**config.mk**
```make
export PLATFORM = sky130hd
export DESIGN_NAME = nco_sweep_ctrl
export DESIGN_NICKNAME = d
export VERILOG_FILES = /design/src/rtl/nco_ctrl_pkg.sv /design/src/rtl/nco_dwell_timer.sv /design/src/rtl/nco_sweep_ctrl.sv
export SDC_FILE = /design/constraint.sdc
export NUM_CORES = 1
export LEC_CHECK = 0
export CORE_AREA = 3 3 110 112
export CTS_BUF_LIST = sky130_fd_sc_hd__clkbuf_8 sky130_fd_sc_hd__clkbuf_16
export DETAILED_ROUTE_END_ITERATION = 8
export DIE_AREA = 0 0 113 115
export MAX_ROUTING_LAYER = met4
export PLACE_DENSITY = 0.79
export SLEW_MARGIN = 20
export SYNTH_ARGS = -nofsm -noshare
export SYNTH_HDL_FRONTEND = slang
export SYNTH_SLANG_ARGS = --single-unit
```
**constraint.sdc**
```tcl
create_clock -name sys_clk -period 4.7 [get_ports sys_clk]
set_input_delay 0.47 -clock sys_clk [delete_from_list [all_inputs] [get_ports sys_clk]]
set_output_delay 0.47 -clock sys_clk [all_outputs]
set_load 0.05 [all_outputs]
```
**src/rtl/nco_ctrl_pkg.sv**
```systemverilog
// Shared definitions for the NCO frequency-sweep controller: FSM states,
// sweep mode encodings and default widths.
package nco_ctrl_pkg;

  localparam int unsigned FCW_W_DEF   = 16;
  localparam int unsigned DWELL_W_DEF = 16;

  localparam logic MODE_SINGLE = 1'b0;
  localparam logic MODE_CONT   = 1'b1;

  // STEP is a decision point evaluated in the last dwell cycle; the FSM never rests there.
  typedef enum logic [1:0] {
    ST_IDLE  = 2'd0,
    ST_DWELL = 2'd1,
    ST_STEP  = 2'd2,
    ST_DONE  = 2'd3
  } sweep_state_e;

endpackage

```
**src/rtl/nco_dwell_timer.sv**
```systemverilog
// Loadable down-counter: loaded with D-1, expire is high in the last cycle of the dwell.
module nco_dwell_timer
  import nco_ctrl_pkg::*;
#(
  parameter int unsigned DWELL_W = DWELL_W_DEF
) (
  input  logic               clk_i,
  input  logic               rst_ni,
  input  logic               load_i,
  input  logic [DWELL_W-1:0] load_val_i,
  output logic               expire_o
);

  logic [DWELL_W-1:0] cnt_q;

  always_ff @(posedge clk_i or negedge rst_ni) begin
    if (!rst_ni) begin
      cnt_q <= '0;
    end else if (load_i) begin
      cnt_q <= load_val_i;
    end else if (cnt_q != '0) begin
      cnt_q <= cnt_q - DWELL_W'(1);
    end
  end

  assign expire_o = (cnt_q == '0);

endmodule

```
**src/rtl/nco_sweep_ctrl.sv**
```systemverilog
// Frequency sweep controller: steps the NCO frequency control word from start to stop,
// holding each word for a programmable dwell, in single-shot or repeating mode.
module nco_sweep_ctrl
  import nco_ctrl_pkg::*;
#(
  parameter int unsigned FCW_W   = FCW_W_DEF,
  parameter int unsigned DWELL_W = DWELL_W_DEF
) (
  input  logic               sys_clk,
  input  logic               sys_rst_n,
  input  logic [FCW_W-1:0]   cfg_start_fcw,
  input  logic [FCW_W-1:0]   cfg_stop_fcw,
  input  logic [FCW_W-1:0]   cfg_step,
  input  logic [DWELL_W-1:0] cfg_dwell,
  input  logic               cfg_mode,
  input  logic               start,
  input  logic               abort,
  output logic [FCW_W-1:0]   fcw_out,
  output logic               fcw_update,
  output logic               busy,
  output logic               done
);

  sweep_state_e       state_q;
  logic [FCW_W-1:0]   fcw_q, start_q, stop_q, step_q;
  logic [DWELL_W-1:0] dwell_q;
  logic               mode_q, upd_q, busy_q, done_q;

  logic [FCW_W:0]     fcw_d;
  logic               adv_ok, accept, reload, tmr_load, expire;
  logic [DWELL_W-1:0] dwell_m1, tmr_val;

  // One extra bit so a sum past the top of the word range never compares as in-range.
  assign fcw_d    = {1'b0, fcw_q} + {1'b0, step_q};
  assign adv_ok   = (step_q != '0) && (fcw_d <= {1'b0, stop_q});

  assign dwell_m1 = (cfg_dwell == '0) ? '0 : cfg_dwell - DWELL_W'(1);
  assign accept   = (state_q == ST_IDLE) && start && !abort;
  assign reload   = (state_q == ST_DWELL) && expire && !abort &&
                    (adv_ok || (mode_q == MODE_CONT));
  assign tmr_load = accept || reload;
  assign tmr_val  = accept ? dwell_m1 : dwell_q;

  nco_dwell_timer #(
    .DWELL_W (DWELL_W)
  ) u_dwell_timer (
    .clk_i      (sys_clk),
    .rst_ni     (sys_rst_n),
    .load_i     (tmr_load),
    .load_val_i (tmr_val),
    .expire_o   (expire)
  );

  always_ff @(posedge sys_clk or negedge sys_rst_n) begin
    if (!sys_rst_n) begin
      state_q <= ST_IDLE;
      fcw_q   <= '0;
      start_q <= '0;
      stop_q  <= '0;
      step_q  <= '0;
      dwell_q <= '0;
      mode_q  <= MODE_SINGLE;
      upd_q   <= 1'b0;
      busy_q  <= 1'b0;
      done_q  <= 1'b0;
    end else begin
      upd_q  <= 1'b0;
      done_q <= 1'b0;
      if (abort) begin
        state_q <= ST_IDLE;
        busy_q  <= 1'b0;
      end else begin
        case (state_q)
          ST_IDLE: begin
            if (accept) begin
              start_q <= cfg_start_fcw;
              stop_q  <= cfg_stop_fcw;
              step_q  <= cfg_step;
              dwell_q <= dwell_m1;
              mode_q  <= cfg_mode;
              fcw_q   <= cfg_start_fcw;
              upd_q   <= 1'b1;
              busy_q  <= 1'b1;
              state_q <= ST_DWELL;
            end
          end
          ST_DWELL: begin
            if (expire) begin
              if (adv_ok) begin
                fcw_q <= fcw_d[FCW_W-1:0];
                upd_q <= 1'b1;
              end else if (mode_q == MODE_CONT) begin
                // Reloading the word already on the output is not a change, so no pulse.
                fcw_q <= start_q;
                upd_q <= (fcw_q != start_q);
              end else begin
                state_q <= ST_DONE;
                done_q  <= 1'b1;
                busy_q  <= 1'b0;
              end
            end
          end
          ST_DONE: state_q <= ST_IDLE;
          default: state_q <= ST_IDLE;
        endcase
      end
    end
  end

  assign fcw_out    = fcw_q;
  assign fcw_update = upd_q;
  assign busy       = busy_q;
  assign done       = done_q;

endmodule

```
==> reports/metrics.yaml <==
worst_setup_path:
  worstSetupStartpointType: "flip-flop"
  required_ps: 4940
  critical_path_class: "flip-flop to flip-flop"
  cp-end-kind: "flip-flop"
  arrival_ps: 4640
  worstPathMaxFanout: 17
floorplanning:
  row_count: 39
  dieArea_um2: 13000
  core_area_um2: 11300
  die_height_um: 115
  ios: 88
  fp.dieW_um: 113
  initial_core_util: 0.538
pwr:
  vdd_drop_max_v: 0.000449
  finalPower_mw: 3.80
  p_leak_nw: 3.29
  powerDensity_nw_per_um2: 512
detailed_routing:
  vias: 5310
  drtPass1Iterations: 5
  drt_iter0_drc: 444
  vias_per_cell: 5.73
  ant_nets: 0
  post_drt_wl_per_cell_um: 18.3
  drcViolationCount: 0
  finalWirelength_um: 17000
sta:
  tightestPinTransition_ps: 1030
  timing.hold.ws_ps: 176
  finalCritPeriodShare: 0.936
  rsz0062_at_grt: "no"
  fmax_mhz: 227
  maxSlewHeadroom: 0.313
  fin_skew_ps: 9.24
  finalMaxSlewViolations: 0
  fin_tns_setup_ps: 0
  period_needed_ps: 4400
  hold_viol: 0
  setup_viol: 0
synth:
  syn-num-nets: 799
  yosysMostFrequentCell: "nand2_1"
  ys_top_cells_by_count: "nand2_1, dfrtp_1, o21ai_0, ha_1, nor2_1"
  ys_seq_elements: 102
  netlist_top_cells_area: "dfrtp_1, nand2_1, ha_1"
  synth_top_area_frac: 0.419
  synthArstFlopShare: 1.00
  synth_area_um2: 6090
  yosys.cell_types.count: 61
  avgSynthCellArea_um2: 8.77
  synth_edf_count: 0
  ys_seq_area_frac: 0.419
  yosysWarnings: 0
  synthCells: 695
  synth_ff_type: "dfrtp_1"
  yosysTopAreaCell: "dfrtp_1"
placement:
  io_buffers: 87
  dpl_cell_area_um2: 7080
  hpwlAfterDp_um: 12500
  gp_congestion: 0.899
grt:
  grt_overflow_total: 0
  grt_pass1_vias: 5406
  grt_start_max_net_pins: 59
  antenna_found_initial: 0
  grt_usage: 0.273
  grt_pass1_wl_um: 27000
run:
  maxCapViolCount: 0
final_layout:
  fin_util: 0.656
  drive_gt1_frac: 0.0600
  design_area_um2: 7430
  diodes: 0
  nNetsFinal: 882
  area_growth_pct: 21.9
outcome:
  status: "completed"
clock_tree:
  clock_sinks: 102
  cts_hold_buf: 0
  worstSkewPairLatency_ps: 350
  clk_pin_slew_ps: 70
  cts_max_path_buffers: 2
  cts_buffers: 9
  h-tree-depth: 3
  cts_tree: "done"
  cts_root_buffer: "clkbuf_16"
hold_path:
  hp-class: "primary input to asynchronous set/reset pin"
[routing by layer]
layer,up-vias,wire length (µm),global-route usage
li1,2578,-,-
met1,2540,7050,0.317
met2,140,8470,0.457
met3,52,764,0.0595
met4,0,688,0.118
met5,-,0,-
[worst max-delay path: stages, from the launching register on]
cell and delay, ps:
dfrtp_1 430, ha_1 410, a2111o_1 160, o21ai_0 100
a211o_1 330, a211oi_1 420, nor4_1 110, nand4b_1 240
ha_1 330, nand3_1 140, a2111oi_1 470, a211o_1 190
a31oi_1 100, buf_4 180, a21o_2 340, a211oi_1 250
nor2_1 60
[path summary, 6_finish.rpt]
path | start | to | slack (ps) | cells past startpoint
min in group sys_clk | dwell_q[5]$_DFFE_PN0P_ | dwell_q[5]$_DFFE_PN0P_ | 480 | 1
worst max-delay path | fcw_out[6]$_DFFE_PN0P_ | u_dwell_timer.cnt_q[14]$_DFFE_PN0P_ | 300 | 16
worst max register to register | fcw_out[6]$_DFFE_PN0P_ | u_dwell_timer.cnt_q[14]$_DFFE_PN0P_ | 300 | 16
worst min-delay path | sys_rst_n | stop_q[3]$_DFFE_PN0P_ | 180 | 1
max in group asynchronous | sys_rst_n | u_dwell_timer.cnt_q[7]$_DFFE_PN0P_ | 3470 | 2
worst min register to register | dwell_q[5]$_DFFE_PN0P_ | dwell_q[5]$_DFFE_PN0P_ | 480 | 1
[where the power goes]
part | leakage, nW | total (mW) | switching, mW | internal, mW
clock network | 0.159 | 0.793 | 0.324 | 0.469
logic | 1.87 | 1.75 | 1.04 | 0.711
registers | 1.26 | 1.26 | 0.197 | 1.07
total | 3.29 | 3.80 | 1.56 | 2.25
[sequential cells by signal, summed over array words and instances, names as in the netlist]
register             cells
busy                     1
done                     1
dwell_q                 16
fcw_out                 16
fcw_update               1
mode_q                   1
start_q                 16
state_q                  2
step_q                  16
stop_q                  16
u_dwell_timer.cnt_q     16
[cells by family (layout without fill, tap and decap cells)]
logic type | after synthesis | count (layout) | share of synthesized area
flip-flops | 102 | 102 | 0.419
adder cells (fa/ha/maj) | 35 | 35 | 0.0731
AND/OR/NAND/NOR | 280 | 280 | 0.212
multiplexers | 2 | 2 | 0.00329
buffers and inverters | 53 | 140 | 0.0407
AO/OA/AOI/OAI | 173 | 174 | 0.180
XOR/XNOR | 50 | 50 | 0.0719
[layout make-up]
| type | count | area (µm²) |
|---|---|---|
| repair buffers | 96 | 948 |
| clock buffers | 13 | 280 |
| multi-input cells | 541 | 3320 |
| inverters | 28 | 105 |
| flip-flops and latches | 102 | 2550 |
| clock inverters | 3 | 41.3 |
| fillers | 963 | 3890 |
| well taps | 143 | 179 |
[cell usage in the layout, fill, tap and decap left out, drive strengths merged, types with 2 or more instances in the layout]
| cell type | n |
|---|---|
| a211oi | 18 |
| nand3b | 3 |
| clkbuf | 13 |
| inv | 29 |
| or4 | 5 |
| a211o | 3 |
| buf | 10 |
| ha | 34 |
| nand3 | 3 |
| nor2b | 18 |
| nand2b | 7 |
| a2111oi | 2 |
| a21o | 10 |
| xor2 | 23 |
| nor3b | 4 |
| a21oi | 29 |
| o41ai | 2 |
| o31a | 2 |
| a2111o | 2 |
| nand2 | 174 |
| or3 | 3 |
| o31ai | 7 |
| o211ai | 7 |
| a31oi | 4 |
| xnor2 | 27 |
| nor2 | 29 |
| and3 | 2 |
| clkdlybuf4s50 | 86 |
| nand4 | 4 |
| mux2i | 2 |
| dfrtp | 102 |
| o21a | 3 |
| nor3 | 10 |
| o21ai | 80 |
| nor4 | 16 |
[what timing repair did]
action                                  CTS  global route
endpoints found under the setup margin    0             8
hold endpoints to repair                  0             0
gates resized for setup                   0             1
buffers inserted                          0             0
[through the flow]
stage / std cells / worst slack [ps]
CTS: 925 / 298
finish: 926 / 302
detailed placement: 909 / 332
floorplan: 695 / 499
global placement: 909 / 245
global route: 926 / 30.3
No activity file was read; power rests on OpenSTA's default activity.
